$ cat src/rtl/noc_pkg.sv
// Shared NoC distribution helpers: constant log2, forwarded-tag width derivation
// and legality checks for distribute-switch parameters.
package noc_pkg;

    function automatic int log2c(input int value);
        int r;
        r = 0;
        for (int i = 0; i < 31; i++) begin
            if ((1 << r) < value) r = r + 1;
        end
        return r;
    endfunction

    // Tag bits left after the selector is stripped; a zero-width tag becomes one tied bit.
    function automatic int out_tag_width(input int tag_width, input int num_out);
        int w;
        w = tag_width - log2c(num_out);
        return (w <= 0) ? 1 : w;
    endfunction

    function automatic bit is_pow2_ge2(input int value);
        return (value >= 2) && ((value & (value - 1)) == 0);
    endfunction

    function automatic bit dist_params_ok(input int num_out, input int fifo_depth,
                                          input int tag_width);
        return is_pow2_ge2(num_out) && is_pow2_ge2(fifo_depth) &&
               (tag_width >= log2c(num_out));
    endfunction

endpackage

$ cat src/rtl/sync_fifo_fwft.sv
// Synchronous first-word-fall-through FIFO: the head entry is visible on rd_data
// whenever empty is low; rd_en pops it. Pushes while full and pops while empty are ignored.
module sync_fifo_fwft
    import noc_pkg::*;
#(
    parameter int WIDTH = 8,
    parameter int DEPTH = 4,
    localparam int PTR_W = log2c(DEPTH)
) (
    input  logic             clk,
    input  logic             rst,
    input  logic             wr_en,
    input  logic [WIDTH-1:0] wr_data,
    input  logic             rd_en,
    output logic [WIDTH-1:0] rd_data,
    output logic             full,
    output logic             empty
);

    logic [WIDTH-1:0] mem [DEPTH];
    logic [PTR_W-1:0] wr_ptr;
    logic [PTR_W-1:0] rd_ptr;
    logic [PTR_W:0]   count;
    logic             push;
    logic             pop;

    assign full  = (count == (PTR_W + 1)'(DEPTH));
    assign empty = (count == '0);
    assign push  = wr_en & ~full;
    assign pop   = rd_en & ~empty;
    assign rd_data = mem[rd_ptr];

    // DEPTH is a power of two, so pointers wrap by natural overflow.
    always_ff @(posedge clk) begin
        if (rst) begin
            wr_ptr <= '0;
            rd_ptr <= '0;
            count  <= '0;
        end else begin
            if (push) wr_ptr <= wr_ptr + 1'b1;
            if (pop)  rd_ptr <= rd_ptr + 1'b1;
            case ({push, pop})
                2'b10:   count <= count + 1'b1;
                2'b01:   count <= count - 1'b1;
                default: count <= count;
            endcase
        end
    end

    always_ff @(posedge clk) begin
        if (push) mem[wr_ptr] <= wr_data;
    end

endmodule

$ cat src/rtl/distribute_1xn_dst_tag_pipe.sv
// Registered 1-to-N destination-tag distribute switch with one FWFT FIFO per output,
// optional broadcast, and zeroed output slices while an output has nothing to show.
module distribute_1xn_dst_tag_pipe
    import noc_pkg::*;
#(
    parameter int DATA_WIDTH            = 32,
    parameter int DESTINATION_TAG_WIDTH = 4,
    parameter int NUM_DATA_OUT          = 4,
    parameter int FIFO_DEPTH            = 4,
    localparam int SEL_WIDTH     = log2c(NUM_DATA_OUT),
    localparam int OUT_TAG_WIDTH = out_tag_width(DESTINATION_TAG_WIDTH, NUM_DATA_OUT)
) (
    input  logic                                  clk,
    input  logic                                  rst,
    input  logic                                  i_en,
    input  logic                                  i_valid,
    input  logic [DATA_WIDTH-1:0]                 i_data_bus,
    input  logic [DESTINATION_TAG_WIDTH-1:0]      i_cmd,
    input  logic                                  i_bcast,
    output logic                                  o_ready,
    output logic [NUM_DATA_OUT-1:0]               o_valid,
    output logic [NUM_DATA_OUT*DATA_WIDTH-1:0]    o_data_bus,
    output logic [NUM_DATA_OUT*OUT_TAG_WIDTH-1:0] o_cmd,
    input  logic [NUM_DATA_OUT-1:0]               i_ready,
    output logic [NUM_DATA_OUT-1:0]               o_full
);

    localparam int ENTRY_W = DATA_WIDTH + OUT_TAG_WIDTH;

    if (!dist_params_ok(NUM_DATA_OUT, FIFO_DEPTH, DESTINATION_TAG_WIDTH)) begin : g_param_error
        $error("distribute_1xn_dst_tag_pipe: illegal NUM_DATA_OUT/FIFO_DEPTH/DESTINATION_TAG_WIDTH");
    end

    logic [SEL_WIDTH-1:0]     sel;
    logic [OUT_TAG_WIDTH-1:0] fwd;
    logic [NUM_DATA_OUT-1:0]  full;
    logic [NUM_DATA_OUT-1:0]  empty;
    logic [NUM_DATA_OUT-1:0]  wr_en;
    logic [NUM_DATA_OUT-1:0]  rd_en;
    logic                     accept;

    assign sel = i_cmd[DESTINATION_TAG_WIDTH-1 -: SEL_WIDTH];

    if (DESTINATION_TAG_WIDTH > SEL_WIDTH) begin : g_fwd_tag
        assign fwd = i_cmd[OUT_TAG_WIDTH-1:0];
    end else begin : g_fwd_zero
        assign fwd = '0;
    end

    // Handshake: input word moves when i_valid & o_ready; output k pops when
    // o_valid[k] & i_ready[k]. o_ready looks only at full flags, i_en, i_cmd,
    // i_bcast and rst, so i_ready never reaches o_ready combinationally.
    always_comb begin
        o_ready = 1'b0;
        if (!rst && i_en) begin
            o_ready = i_bcast ? ~|full : ~full[sel];
        end
    end

    assign accept = i_valid & o_ready;
    assign o_full = full;

    for (genvar k = 0; k < NUM_DATA_OUT; k++) begin : g_out
        logic [ENTRY_W-1:0] head;

        assign wr_en[k] = accept & (i_bcast | (sel == SEL_WIDTH'(k)));
        assign rd_en[k] = i_ready[k] & ~empty[k];

        sync_fifo_fwft #(
            .WIDTH (ENTRY_W),
            .DEPTH (FIFO_DEPTH)
        ) u_fifo (
            .clk     (clk),
            .rst     (rst),
            .wr_en   (wr_en[k]),
            .wr_data ({fwd, i_data_bus}),
            .rd_en   (rd_en[k]),
            .rd_data (head),
            .full    (full[k]),
            .empty   (empty[k])
        );

        // Empty outputs present zeros rather than stale memory contents.
        assign o_valid[k] = ~empty[k];
        assign o_data_bus[k*DATA_WIDTH +: DATA_WIDTH] =
            empty[k] ? '0 : head[DATA_WIDTH-1:0];
        assign o_cmd[k*OUT_TAG_WIDTH +: OUT_TAG_WIDTH] =
            empty[k] ? '0 : head[ENTRY_W-1 -: OUT_TAG_WIDTH];
    end

endmodule
$ cat config.mk
export PLATFORM = sky130hd
export DESIGN_NAME = distribute_1xn_dst_tag_pipe
export DESIGN_NICKNAME = d
export VERILOG_FILES = /design/src/rtl/noc_pkg.sv /design/src/rtl/sync_fifo_fwft.sv /design/src/rtl/distribute_1xn_dst_tag_pipe.sv
export SDC_FILE = /design/constraint.sdc
export NUM_CORES = 1
export LEC_CHECK = 0
export BUFFER_PORTS_ARGS = -buffer_cell sky130_fd_sc_hd__buf_2
export CAP_MARGIN = 10
export CORE_UTILIZATION = 30
export CTS_CLUSTER_SIZE = 25
export DETAILED_ROUTE_END_ITERATION = 16
export SLEW_MARGIN = 20
export SYNTH_ARGS = -nofsm -noshare
export SYNTH_HDL_FRONTEND = slang
export SYNTH_SLANG_ARGS = --single-unit
$ cat constraint.sdc
create_clock -name clk -period 2.69 [get_ports clk]
set_input_delay 0.538 -clock clk [delete_from_list [all_inputs] [get_ports clk]]
set_output_delay 0.538 -clock clk [all_outputs]
set_load 0.02 [all_outputs]
### Word level (Yosys, flattened, before mapping)

Memory sizes are Yosys's and may differ from the RTL's. A register that Yosys moved wholly into a read port is not among the register bits.
Cells that the tools add are included.

| word-level totals | value |
|---|---|
| register bits | 28 |
| bits in latches | 0 |
| memory bits (writable) | 544 |
| bits in read-only memories | 0 |
| output and inout bits | 145 |
| memories | 4 |

| cells by class | value |
|---|---|
| add/sub/neg operators | 16 |
| $mul | 0 |
| divide/modulo/power cells | 0 |
| $lt $le $gt $ge | 1 |
| equality and inequality tests | 15 |
| shift operators | 0 |
| multiplexer cells | 32 |
| bitwise operators | 30 |
| reduce and logical (&&, ||, !) cells | 13 |

Memories:

| memory | words | width | read ports | clocked after Yosys merged registers in | write ports | RTL line | text |
|---|---|---|---|---|---|---|---|
| g_out[0].u_fifo.mem | 4 | 34 | 1 | 1 | 1 | sync_fifo_fwft.sv:20 | `logic [WIDTH-1:0] mem [DEPTH];` |
| g_out[1].u_fifo.mem | 4 | 34 | 1 | 1 | 1 | sync_fifo_fwft.sv:20 |  |
| g_out[2].u_fifo.mem | 4 | 34 | 1 | 1 | 1 | sync_fifo_fwft.sv:20 |  |
| g_out[3].u_fifo.mem | 4 | 34 | 1 | 1 | 1 | sync_fifo_fwft.sv:20 |  |

Operators by type and width:

| kind | count |
|---|---|
| $mux 32 | 4 |
| $mux 2 | 12 |
| $pmux 3 s2 | 4 |
| $and 1x1->1 | 17 |
| $add 2x1->2 const B | 8 |
| $add 3x1->3 const B | 4 |
| $eq 2x2->1 const B | 6 |
| $eq 3x3->1 const B | 4 |
| $logic_not 3->1 | 4 |
| $sub 3x1->3 const B | 4 |
| $mux 1 | 11 |
| $eq 2x1->1 const B | 5 |
| $not 1->1 | 9 |
| $reduce_bool 2->1 | 4 |
| $or 1x1->1 | 4 |
| $reduce_or 4->1 | 1 |
| $lt 2x3->1 const B | 1 |
| $bmux 1 s2 | 1 |
| $logic_not 1->1 | 2 |
| $logic_not 2->1 | 1 |
| $logic_and 1x1->1 | 1 |

### Longest topological paths before layout

| logic depth | value |
|---|---|
| depth in word-level cells | 11 |
| mapped depth | 13 |

### Cells and area by module

A second synthesis with hierarchy kept.

| second synthesis, totals | value |
|---|---|
| cell total of the unflattened synthesis | 1107 |
| area, all modules | 22849.4 µm² |

Modules (own cells, without submodules):

| module | times used | cells an instance | area each (µm²) |
|---|---|---|---|
| sync_fifo_fwft | 4 | 232 | 5442.7 |
| distribute_1xn_dst_tag_pipe | 1 | 179 | 1078.5 |

### Worst setup path before layout

No wires, ideal clock.

| timing | value |
|---|---|
| path kind | input -> register |
| start point | in i_cmd[2] |
| end point | mem g_out[2].u_fifo.mem[0][0] (netlist bit), enable pin |
| library setup time | 0.394 ns |
| arrival | 2.084 ns |
| path slack | 0.211 ns |
| stages on the path | 6 |
| path buffers | 1 |
| cell sequence | nor2b_1 > o21ai_1 > nand3_1 > buf_6 > nor2_2 > and2_1 |

| between the ends | value |
|---|---|
| longest elaborated chain between the ends | 10 |
| elaborated cells between the ends (all ways) | 12 |
| those cells by class | eq/ne: 1; mux: 6; bitwise: 5 |

Ends and longest elaborated chain:

| what | RTL line | text |
|---|---|---|
| start, declared | distribute_1xn_dst_tag_pipe.sv:18 | `input logic [DESTINATION_TAG_WIDTH-1:0] i_cmd,` |
| $bmux 1 s2 | distribute_1xn_dst_tag_pipe.sv:56 | `o_ready = i_bcast ? ~\|full : ~full[sel];` |
| $mux 1 (not written as such) | distribute_1xn_dst_tag_pipe.sv:56 |  |
| $not 1->1 | distribute_1xn_dst_tag_pipe.sv:56 |  |
| $mux 1 | distribute_1xn_dst_tag_pipe.sv:56 |  |
| $mux 1 | distribute_1xn_dst_tag_pipe.sv:55 | `if (!rst && i_en) begin` |
| $and 1x1->1 | distribute_1xn_dst_tag_pipe.sv:60 | `assign accept = i_valid & o_ready;` |
| $and 1x1->1 * | distribute_1xn_dst_tag_pipe.sv:66 | `assign wr_en[k] = accept & (i_bcast \| (sel == SEL_WIDTH'(k)));` |
| $and 1x1->1 * | sync_fifo_fwft.sv:29 | `assign push = wr_en & ~full;` |
| $mux 1 * | sync_fifo_fwft.sv:51 | `if (push) mem[wr_ptr] <= wr_data;` |
| $mux 1 (not written as such) * | sync_fifo_fwft.sv:51 |  |
| end, declared | sync_fifo_fwft.sv:20 |  |

Mark *: on every way between the ends. The rest lies on a longest branch, timed or not. The select of a mux whose other input is x is not followed.

==> results.md <==
* Minimum clock period at approximately 2700 ps
* Reg clk slew, reported paths at 60 ps
* Vias per inst at roughly 4.8
* Simple-Gate Fraction of Synth Area at 5.863%
* Synth Register Bits at between 500 and 600
* Reg2reg start: g_out[3].u_fifo.count[0]
* Crit path depth at 4
* Area grow syn2layout at 25.47%
* Half-perimeter wire length after placement at 33720 um
* Final Util at 38.32%
* Final RePlAce weighted congestion at 0.7229
* TritonCTS clock tree: built
* Routed wire per std cell at roughly 25 um
* Worst R2R End: g_out[3].u_fifo.count[2]
* # rows at 99
* Final nets at roughly 1400
* Crit path max-delay family: multiplexers
* Startpoint Class: flip-flop
* Fin crit share at 100.4%
* CTS Buffer Depth at 3
* Compound-cell area share of the yosys netlist at less than 1%
* Clock Skew at 27.76 ps
* Design Power at between 20000 and 25000 uW
* Hold Path Cell Cnt at 1
* Clock Sinks at 580
* Largest net degree at the start of global routing at 36
* Final ANT Viol Nets at 0
* RSZ-0062 raised after global routing: yes
* Post-route setup slack at -11.20 ps
* Clk_lat worst skew at approximately 630 ps
* Critical Path End Type: primary output
* Number of port buffers at between 150 and 200
* Hold WS at roughly 290 ps
* Status: complete, but fails checks
* Pwr dens at just under 800 nW/um^2
* Critical Path AT at approximately 2200 ps
* Hold WC Path Type: input pin to flip-flop
* Cell Area, Synth at approximately 22000 sq um
* Setup violations, final at 3
* CP Buf/Inv Count at 2
* Crit Path Class: flip-flop to primary output
* Layout cell share with drive strength beyond 1 at 43.15%
* Crit-path max FO at 5
* Crit path cell chain: bufbuf_16, mux4_2, and2_1, buf_2
* Setup slack, reg-to-reg at between 150 and 200 ps
* Post-Synth XOR/XNOR Area at 0.6236%
* Pre-CTS setup slack at -13.06 ps
* Antenna violations before repair at 0
* Sequential Power Share at 46.0%
* H-tree depth at 2
* Ys Warns at 0
* Dominant register cell in the synthesized netlist: edfxtp_1
* CTS root buffer: clkbuf_16
* Number of diodes at 0
* P_int at roughly 16000 uW
* 1st-iter DRT viols at between 600 and 700
* Fmax at ~370 MHz
* Final TNS setup at -24.24 ps
* Number of global-route vias before repair at about 12000
* Final Hold Fails at 0
* Combinational cell fraction of total power at between 15 and 20%
* Largest family of logic cells by synthesized area: multiplexers
* Leakage at between 0.009 and 0.01 uW
* Cts bufs inserted at 59
* Share of flip-flops with an asynchronous set or reset at 0%
* Max-Cap Viols at 0
* Die width at between 200 and 300 um
* Net Sw Power at ~5400 uW
* CP max stage delay at between 400 and 500 ps
* Syn Area/Cell at roughly 21 sq um
* Die area at ~76000 sq um
* Initial core utilization at a little under a third
* GR Util All Layers at about 15%
* R2R cell count at 12
* Sw Share at 24.74%
* Pre-Repair DR Iteration Count at 4
* Critical path required time at ~2200 ps
* Failing checks: negative setup slack
* CP endpoint: o_data_bus[21]
* Max VDD drop at ~0.6 mV
* Final count of pins violating max slew at 0
* Clock Power Share at between 30% and 40%
* Core area at around 74000 sq um
* Overflow after GRT at 0
* Post-synthesis cell type count at 35
* Seq/Total Area, Yosys at between 70% and 80%
* Mux contribution to synthesized area at 13.78%
* Rel. slew slack at 64.09%
* Syn Inst Count at approximately 1100
* Vias at 11241
* Number of flops mapped to enable cells by yosys at ~540
* Worst Max-Slew Pin Slew at 538.7 ps
* Syn_nets at between 1000 and 1500
* First-pass GRT wire length at about 82000 um
* Die height at 275.7 um
* IO Count at 190
* Slowest CP cell: mux4_2
* Post-synthesis adder-cell area fraction at under 10%
* DR DRC count at 0
* Routed WL at just under 60000 um
## metal layers
layer	routed length, um	global-route usage (%)
met1	25300	20.61
met2	28590	25.54
met3	2948	2.775
met4	1017	3.528
met5	0	0
## cell type report
class / count / area, sq um
Clock buffer: 69 / 1535
Clock inverter: 42 / 469.2
Fill cell: 6758 / 45380
Inverter: 25 / 93.84
Multi-Input combinational cell: 428 / 5298
Sequential cell: 580 / 17080
Tap cell: 959 / 1200
Timing Repair Buffer: 251 / 2521
## per-stage QoR
step                instance area [sq um]  cells
floorplan                           22470   1089
global placement                    24980   2226
detailed placement                  24980   2226
CTS                                 27850   2350
global route                        28190   2354
finish                              28190   2354
## worst min path at each step
stage                              from  slack (ps)                    endpoint
2_1_floorplan  g_out[0].u_fifo.count[2]         460    g_out[0].u_fifo.count[2]
3_3_place_gp   g_out[0].u_fifo.count[2]         470    g_out[0].u_fifo.count[2]
3_5_place_dp   g_out[2].u_fifo.count[1]         510    g_out[2].u_fifo.count[1]
4_1_cts                  i_data_bus[31]         250  g_out[2].u_fifo.mem[2][31]
5_1_grt                  i_data_bus[31]         270  g_out[2].u_fifo.mem[2][31]
6_report                 i_data_bus[31]         290  g_out[2].u_fifo.mem[2][31]
## layout by cell type (no fill, tap or decap), drive strengths merged
| cell type | n |
|---|---|
| bufinv | 8 |
| buf | 247 |
| mux2 | 3 |
| o21ai | 10 |
| nor2 | 31 |
| o21ba | 1 |
| xnor2 | 4 |
| nand4 | 3 |
| nand2 | 6 |
| and4 | 1 |
| xor2 | 12 |
| clkinvlp | 4 |
| a21oi | 12 |
| o31ai | 1 |
| dfxtp | 36 |
| fa | 4 |
| clkbuf | 72 |
| nand3 | 4 |
| mux4 | 136 |
| nor2b | 5 |
| o21bai | 1 |
| and3 | 6 |
| clkinv | 28 |
| o2111ai | 1 |
| nor3b | 3 |
| ha | 20 |
| and2 | 152 |
| or3 | 11 |
| a21o | 1 |
| edfxtp | 544 |
| bufbuf | 1 |
| inv | 27 |
## worst register-to-register path: cells and delay by family, from the launching register on
family	cells	cell delay, ps
flip-flops	1	370
adder cells (fa/ha/maj)	2	540
buffers and inverters	3	280
AND/OR/NAND/NOR	5	920
XOR/XNOR	1	160
AO/OA/AOI/OAI	1	170
## cells in the mapped netlist (all sizes together), types with 10 or more instances
cell	number	area, sq um
edfxtp	544	16340
and2	152	950.9
mux4	136	3063
buf	37	205.2
dfxtp	36	720.7
nor2	31	121.4
inv	25	93.84
ha	20	250.2
clkbuf	19	76.32
a21oi	12	60.06
xor2	12	105.1
or3	11	68.82
o21ai	10	53.80
## state kept, by name (all words and copies together), names as in the netlist, named ones only
register and cells:
g_out.u_fifo.count 12, g_out.u_fifo.mem 544, g_out.u_fifo.rd_ptr 8, g_out.u_fifo.wr_ptr 8
## cells by family (layout without fill, tap and decap cells)
| group | Yosys count | after routing |
|---|---|---|
| muxes | 139 | 139 |
| buffers and inverters | 81 | 387 |
| AOI/OAI and AO/OA | 27 | 27 |
| and+or+nand+nor | 222 | 222 |
| xor gates and xnor gates | 16 | 16 |
| adders and majority gates | 24 | 24 |
| DFF | 580 | 580 |
## repair_timing
action                     4_1_cts  5_1_grt
gates resized for setup        193       99
gates cloned                     9        3
buffers inserted                 4        4
setup endpoints to repair      120      124
hold buffers                     0        0
## power by group through the flow
stage	Sequential [uW]	Combinational (uW)	Clock, uW
floorplan	10200	1650	0
global placement	10200	2690	0
detailed placement	10200	2730	0
CTS	10100	3310	8620
global route	10100	3660	8930
finish	10100	3430	8390
Power figures use the tool's default switching activity.
